[src/rtl/ps2_device_tx.sv]
// PS/2 device-side transmitter (keyboard emulator).
// Queued bytes are sent as 11-bit device-to-host frames: start, 8 data bits LSB first, odd
// parity and stop. If the host inhibits the bus before the stop bit, the frame is aborted. The
// aborted byte is then resent ahead of the FIFO contents.
module ps2_device_tx #(
  parameter int unsigned CLK_DIV    = 50,
  parameter int unsigned GAP_CYCLES = 100,
  parameter int unsigned FIFO_DEPTH = 8
) (
  input  logic                          clk,
  input  logic                          rst,
  input  logic [7:0]                    tx_data,
  input  logic                          tx_valid,
  output logic                          tx_ready,
  input  logic                          host_inhibit,
  output logic                          ps2_clk,
  output logic                          ps2_data,
  output logic                          busy,
  output logic [$clog2(FIFO_DEPTH):0]   fifo_count
);

  localparam int unsigned PtrW     = $clog2(FIFO_DEPTH);
  localparam int unsigned CntW     = PtrW + 1;
  localparam int unsigned TimerMax = (CLK_DIV > GAP_CYCLES) ? CLK_DIV : GAP_CYCLES;
  // Timer only ever holds values up to TimerMax-1.
  localparam int unsigned TimerW   = (TimerMax > 1) ? $clog2(TimerMax) : 1;

  typedef enum logic [1:0] {StIdle, StHigh, StLow, StGap} state_e;

  // FIFO storage and bookkeeping
  logic [7:0]      mem_q [FIFO_DEPTH];
  logic [PtrW-1:0] wr_ptr_q;
  logic [PtrW-1:0] rd_ptr_q;
  logic [CntW-1:0] count_q;
  logic            push;
  logic            pop;

  // Frame engine state
  state_e          state_q;
  logic [9:0]      shift_q;     // bits still to send after the one on ps2_data
  logic [3:0]      bit_cnt_q;
  logic [TimerW-1:0] timer_q;
  logic [7:0]      byte_q;      // byte of the current frame, kept for retransmission
  logic            retx_q;      // byte_q was aborted and must go out next
  logic            ps2_clk_q;
  logic            ps2_data_q;

  logic            start;
  logic [7:0]      start_byte;
  logic            abort;
  logic            phase_done;

  // Full FIFO refuses a push even when a pop happens in the same cycle.
  assign tx_ready   = (count_q != CntW'(FIFO_DEPTH));
  assign push       = tx_valid && tx_ready;
  assign fifo_count = count_q;

  assign start      = (state_q == StIdle) && !host_inhibit && (retx_q || (count_q != '0));
  assign start_byte = retx_q ? byte_q : mem_q[rd_ptr_q];
  assign pop        = start && !retx_q;

  // Inhibit aborts the frame at any bit except the stop bit.
  assign abort      = ((state_q == StHigh) || (state_q == StLow)) && host_inhibit &&
                      (bit_cnt_q != 4'd10);
  assign phase_done = (timer_q == TimerW'(CLK_DIV - 1));

  assign ps2_clk    = ps2_clk_q;
  assign ps2_data   = ps2_data_q;
  assign busy       = (state_q != StIdle);

  // FIFO pointers and occupancy
  always_ff @(posedge clk) begin
    if (rst) begin
      wr_ptr_q <= '0;
      rd_ptr_q <= '0;
      count_q  <= '0;
    end else begin
      if (push) wr_ptr_q <= wr_ptr_q + 1'b1;
      if (pop)  rd_ptr_q <= rd_ptr_q + 1'b1;
      if (push && !pop) begin
        count_q <= count_q + 1'b1;
      end else if (pop && !push) begin
        count_q <= count_q - 1'b1;
      end
    end
  end

  // FIFO data array; contents need no reset
  always_ff @(posedge clk) begin
    if (push) mem_q[wr_ptr_q] <= tx_data;
  end

  // Frame state machine with registered line outputs
  always_ff @(posedge clk) begin
    if (rst) begin
      state_q    <= StIdle;
      shift_q    <= '1;
      bit_cnt_q  <= '0;
      timer_q    <= '0;
      byte_q     <= '0;
      retx_q     <= 1'b0;
      ps2_clk_q  <= 1'b1;
      ps2_data_q <= 1'b1;
    end else begin
      unique case (state_q)
        StIdle: begin
          if (start) begin
            byte_q     <= start_byte;
            retx_q     <= 1'b0;
            shift_q    <= {1'b1, ~^start_byte, start_byte};
            bit_cnt_q  <= '0;
            timer_q    <= '0;
            ps2_clk_q  <= 1'b1;
            ps2_data_q <= 1'b0;
            state_q    <= StHigh;
          end
        end
        StHigh: begin
          if (abort) begin
            retx_q     <= 1'b1;
            timer_q    <= '0;
            ps2_clk_q  <= 1'b1;
            ps2_data_q <= 1'b1;
            state_q    <= StGap;
          end else if (phase_done) begin
            timer_q    <= '0;
            ps2_clk_q  <= 1'b0;
            state_q    <= StLow;
          end else begin
            timer_q    <= timer_q + 1'b1;
          end
        end
        StLow: begin
          if (abort) begin
            retx_q     <= 1'b1;
            timer_q    <= '0;
            ps2_clk_q  <= 1'b1;
            ps2_data_q <= 1'b1;
            state_q    <= StGap;
          end else if (phase_done) begin
            timer_q   <= '0;
            ps2_clk_q <= 1'b1;
            if (bit_cnt_q == 4'd10) begin
              ps2_data_q <= 1'b1;
              state_q    <= StGap;
            end else begin
              // Next bit appears together with the rising clock.
              bit_cnt_q  <= bit_cnt_q + 1'b1;
              ps2_data_q <= shift_q[0];
              shift_q    <= {1'b1, shift_q[9:1]};
              state_q    <= StHigh;
            end
          end else begin
            timer_q <= timer_q + 1'b1;
          end
        end
        StGap: begin
          if (timer_q == TimerW'(GAP_CYCLES - 1)) begin
            timer_q <= '0;
            state_q <= StIdle;
          end else begin
            timer_q <= timer_q + 1'b1;
          end
        end
        default: state_q <= StIdle;
      endcase
    end
  end

endmodule

[config.mk]
export PLATFORM = sky130hd
export DESIGN_NAME = ps2_device_tx
export DESIGN_NICKNAME = d
export VERILOG_FILES = /design/src/rtl/ps2_device_tx.sv
export SDC_FILE = /design/constraint.sdc
export NUM_CORES = 1
export LEC_CHECK = 0
export CAP_MARGIN = 20
export CORE_MARGIN = 3
export CORE_UTILIZATION = 60
export CTS_CLUSTER_SIZE = 10
export DETAILED_ROUTE_END_ITERATION = 10
export GPL_TIMING_DRIVEN = 0
export PLACE_DENSITY = 0.79
export SYNTH_ARGS = -nofsm -noshare
export SYNTH_HDL_FRONTEND = slang
export SYNTH_SLANG_ARGS = --single-unit
export TNS_END_PERCENT = 100
[constraint.sdc]
create_clock -name clk -period 3.55 [get_ports clk]
set_clock_uncertainty 0.1 [all_clocks]
set_input_delay 0.71 -clock clk [delete_from_list [all_inputs] [get_ports clk]]
set_output_delay 0.71 -clock clk [all_outputs]
set_load 0.02 [all_outputs]
==> metrics.csv <==
stage;metric;value;unit
worst_setup_path;start_kind;primary input;
floorplanning;starting_density_of_the_core;62.9;%
worst_setup_path;worst-setup-path-type;in -> reg;
synthesis;synth.distinct_cells;46;
worst_setup_path;timing.critical_path.cells;clkdlybuf4s50_1, a21oi_1, nand2_1, nor2_1, buf_4, inv_1, ha_1, inv_1, ha_1, a21o_1, a21oi_1, xnor2_1, or3_1, a21oi_1;
sta;post-route-period-util;93.0;%
worst_setup_path;slowest_delay;0.46;ns
run;max_cap_violations;0;
clock_tree;ctsRootBufferMaster;sky130_fd_sc_hd__clkbuf_8;
sta;timing_hold_violations_final;0;
sta;rsz0062_at_grt;no;
sta;timing.final.crit_period;3.30;ns
clock_tree;cts_buf_count;9;
sta;finalSetupViolations;0;
worst_setup_path;critical_path_top_delay_cell;sky130_fd_sc_hd__clkdlybuf4s50_1;
finish;final_core_utilization;69.9;%
route;routed_wirelength;9150;um
floorplanning;floorplan.die.height;96.7;um
pwr;cellLeakagePower;2.00;nW
route;via_per_inst;5.81;
clock_tree;clkTransAtPathRegs;0.11;ns
route;route.antenna.remaining_nets;0;
pwr;power_density_over_cell_area;742;nW/um2
pwr;power.switching_fraction;36.3;%
worst_setup_path;cp_common_cell;sky130_fd_sc_hd__a21oi_1;
pwr;power.net_switching;1.48;mW
worst_setup_path;cp.arrival;3.50;ns
worst_setup_path;cell_family_with_the_largest_share_of_critical_path_delay;buffers and inverters;
clock_tree;cts_repair_resize_count;0;
global_routing;first_pass_grt_wire_length;15300;um
placed_design;dp_hpwl;6530;um
run_status;result_of_the_run;complete, no violations;
sta;slew_at_the_pin_with_the_worst_max_slew_slack;0.798;ns
synthesis;syn-mean-instance-area;12.0;um2
pwr;seqPwrFrac;40.2;%
clock_tree;cts-htree-levels;3;
synthesis;synthArstFlopShare;0;%
global_routing;first_global_vias;3132;
pwr;irDropWorstVdd;0.000423;V
floorplanning;row_count;32;
clock_tree;cts_tree;built;
placed_design;portBuffers;18;
worst_setup_path;crit_path_max_fanout;10;
clock_tree;numClockSinks;110;
synthesis;synth-seq-area-share;57.6;%
floorplanning;dieArea;9350;um2
synthesis;syn_inst;413;
pwr;power_frac_comb;41.5;%
clock_tree;clock_tree.buffer_depth;2;
finish;area_delta_synth_final;11.2;%
sta;postLayoutSetupSlackWorst;0.248;ns
clock_tree;postCtsHoldBufs;0;
synthesis;postSynthNetCount;440;
sta;slew_violations;0;
route;violation_count_after_the_first_detailed_routing_iteration;172;
synthesis;synth_edf_count;64;
pwr;intPower;2.59;mW
synthesis;mapped_area;4940;um2
route;routed_wire_per_std_cell;16.5;um
synthesis;yosysWarningCount;0;
floorplanning;die_width;96.7;um
global_routing;antenna_found_initial;0;
finish;drive_gt1_share;11.7;%
hold_path;holdCritPathClass;reg -> reg;
finish;number_of_diodes_added_for_antenna_fixing;0;
sta;timing.fmax;0.303;GHz
finish;final_net_count;474;
floorplanning;floorplan.core_area;7850;um2
worst_setup_path;crit_buf_inv;4;
global_routing;globalRoute.totalOverflow;0;
worst_setup_path;critPathRequiredTime;3.75;ns
pwr;power.clock.fraction;18.4;%
placed_design;place.detailed.instances;538;
sta;max_slew_margin;46.6;%
synthesis;cell_taking_the_most_area_after_synthesis;sky130_fd_sc_hd__edfxtp_1;
finish;final_cell_count_no_fill;554;
route;drt_pass1_iterations;5;
global_routing;grt_start_max_net_pins;23;
global_routing;grt.total_usage;20.3;%
clock_tree;insertion_delay;0.37;ns
placed_design;preCtsSetupSlack;-0.208;ns
clock_tree;cts_setup_buffers;0;
worst_setup_path;cp-end-kind;flop;
synthesis;synth_most_common_cell;sky130_fd_sc_hd__edfxtp_1;
floorplanning;ios;20;
synthesis;synth_flop_cell;sky130_fd_sc_hd__edfxtp_1;
placed_design;routabilityCongestion;0.847;
synthesis;netlist_top_cells_count;64 x sky130_fd_sc_hd__edfxtp_1, 58 x sky130_fd_sc_hd__nor2_1, 46 x sky130_fd_sc_hd__dfxtp_1, 34 x sky130_fd_sc_hd__mux2i_1, 25 x sky130_fd_sc_hd__nand2_1;
synthesis;synth.top_cells.by_area;sky130_fd_sc_hd__edfxtp_1 39%, sky130_fd_sc_hd__dfxtp_1 19%, sky130_fd_sc_hd__mux2i_1 6.9%;
route;drc_errors;0;
synthesis;synth.ff_latch_count;110;
route;dr_total_vias;3219;
synthesis;synth.top_cell.area_share;38.9;%
## metrics by stage
| step | hold slack (ns) | TNS (ns) | power [mW] | instance area (um2) |
|---|---|---|---|---|
| after floorplan | 0.335 | 0 | 2.94 | 4940 |
| after global placement | 0.343 | -0.163 | 3.28 | 5250 |
| after detailed placement | 0.352 | -0.208 | 3.35 | 5280 |
| after CTS | 0.376 | 0 | 4.10 | 5490 |
| after global routing | 0.407 | 0 | 4.33 | 5490 |
| final | 0.375 | 0 | 4.07 | 5490 |
## layout make-up
| class | count | area, um2 |
|---|---|---|
| clock buffers | 9 | 124 |
| clock inverters | 7 | 83.8 |
| inverters | 10 | 37.5 |
| multi-input cells | 274 | 1940 |
| well taps | 102 | 128 |
| repair buffers | 23 | 208 |
| plain buffers | 19 | 128 |
| fillers | 587 | 2360 |
| flip-flops and latches | 110 | 2840 |
## power groups by stage
stage	combinational (mW)	clock [mW]	sequential, mW
finish	1.69	0.747	1.63
detailed placement	1.69	0	1.66
floorplan	1.27	0	1.68
global placement	1.63	0	1.65
CTS	1.69	0.772	1.63
global route	1.86	0.812	1.66
## state kept, by name, summed over array words and instances (netlist names), named ones only
name	count
ps2_data	1
ps2_clk	1
fifo_count	4
byte_q	8
timer_q	7
bit_cnt_q	4
retx_q	1
state_q	2
shift_q	9
wr_ptr_q	3
mem_q	64
rd_ptr_q	3
## path summary, 6_finish.rpt
| kind | start | endpoint | slack (ns) | cells after the start |
|---|---|---|---|---|
| min reg2reg | shift_q[1] | shift_q[1] | 0.37 | 1 |
| max reg2reg | retx_q | fifo_count[3] | 0.38 | 15 |
| max | host_inhibit | fifo_count[3] | 0.25 | 14 |
| min | shift_q[1] | shift_q[1] | 0.37 | 1 |
## routing by layer
metal	global-route usage, %	part of all wire, %
met4	5.94	1.1
met1	27.3	47
met3	3.75	4.0
met5	0	0
met2	33.6	47
## placed cells by master, fill, tap and decap left out, drive strengths merged, types with 2 or more instances in the layout
| cell type | Yosys | routed |
|---|---|---|
| edfxtp | 64 | 64 |
| nor2 | 58 | 58 |
| dfxtp | 46 | 46 |
| mux2i | 34 | 34 |
| nand2 | 25 | 25 |
| a21oi | 21 | 21 |
| clkbuf | 11 | 20 |
| clkdlybuf4s50 | 0 | 18 |
| mux2 | 16 | 16 |
| ha | 14 | 14 |
| inv | 10 | 13 |
| buf | 8 | 13 |
| o21ai | 10 | 10 |
| xnor2 | 10 | 10 |
| nor3 | 9 | 9 |
| a211o | 9 | 9 |
| o31ai | 9 | 9 |
| o22ai | 8 | 8 |
| a22o | 8 | 8 |
| nand2b | 4 | 4 |
| nand3b | 4 | 4 |
| xor2 | 4 | 4 |
| clkinv | 0 | 4 |
| nor2b | 3 | 3 |
| a21o | 3 | 3 |
| nand3 | 3 | 3 |
| or3 | 3 | 3 |
| and2 | 2 | 2 |
| nand4b | 2 | 2 |
| o21a | 2 | 2 |
| or3b | 2 | 2 |
| nor4 | 2 | 2 |
## logic make-up (layout without fill, tap and decap cells)
| kind of cell | Yosys count | count (layout) | share of synthesized area, % |
|---|---|---|---|
| compound gates | 75 | 75 | 11.0 |
| flops | 110 | 110 | 57.6 |
| fa+ha+maj | 15 | 15 | 3.95 |
| buf+inv | 29 | 68 | 3.29 |
| mux | 50 | 50 | 10.5 |
| simple gates | 120 | 120 | 11.0 |
| xor+xnor | 14 | 14 | 2.64 |
No activity file was read; power rests on OpenSTA's default activity.
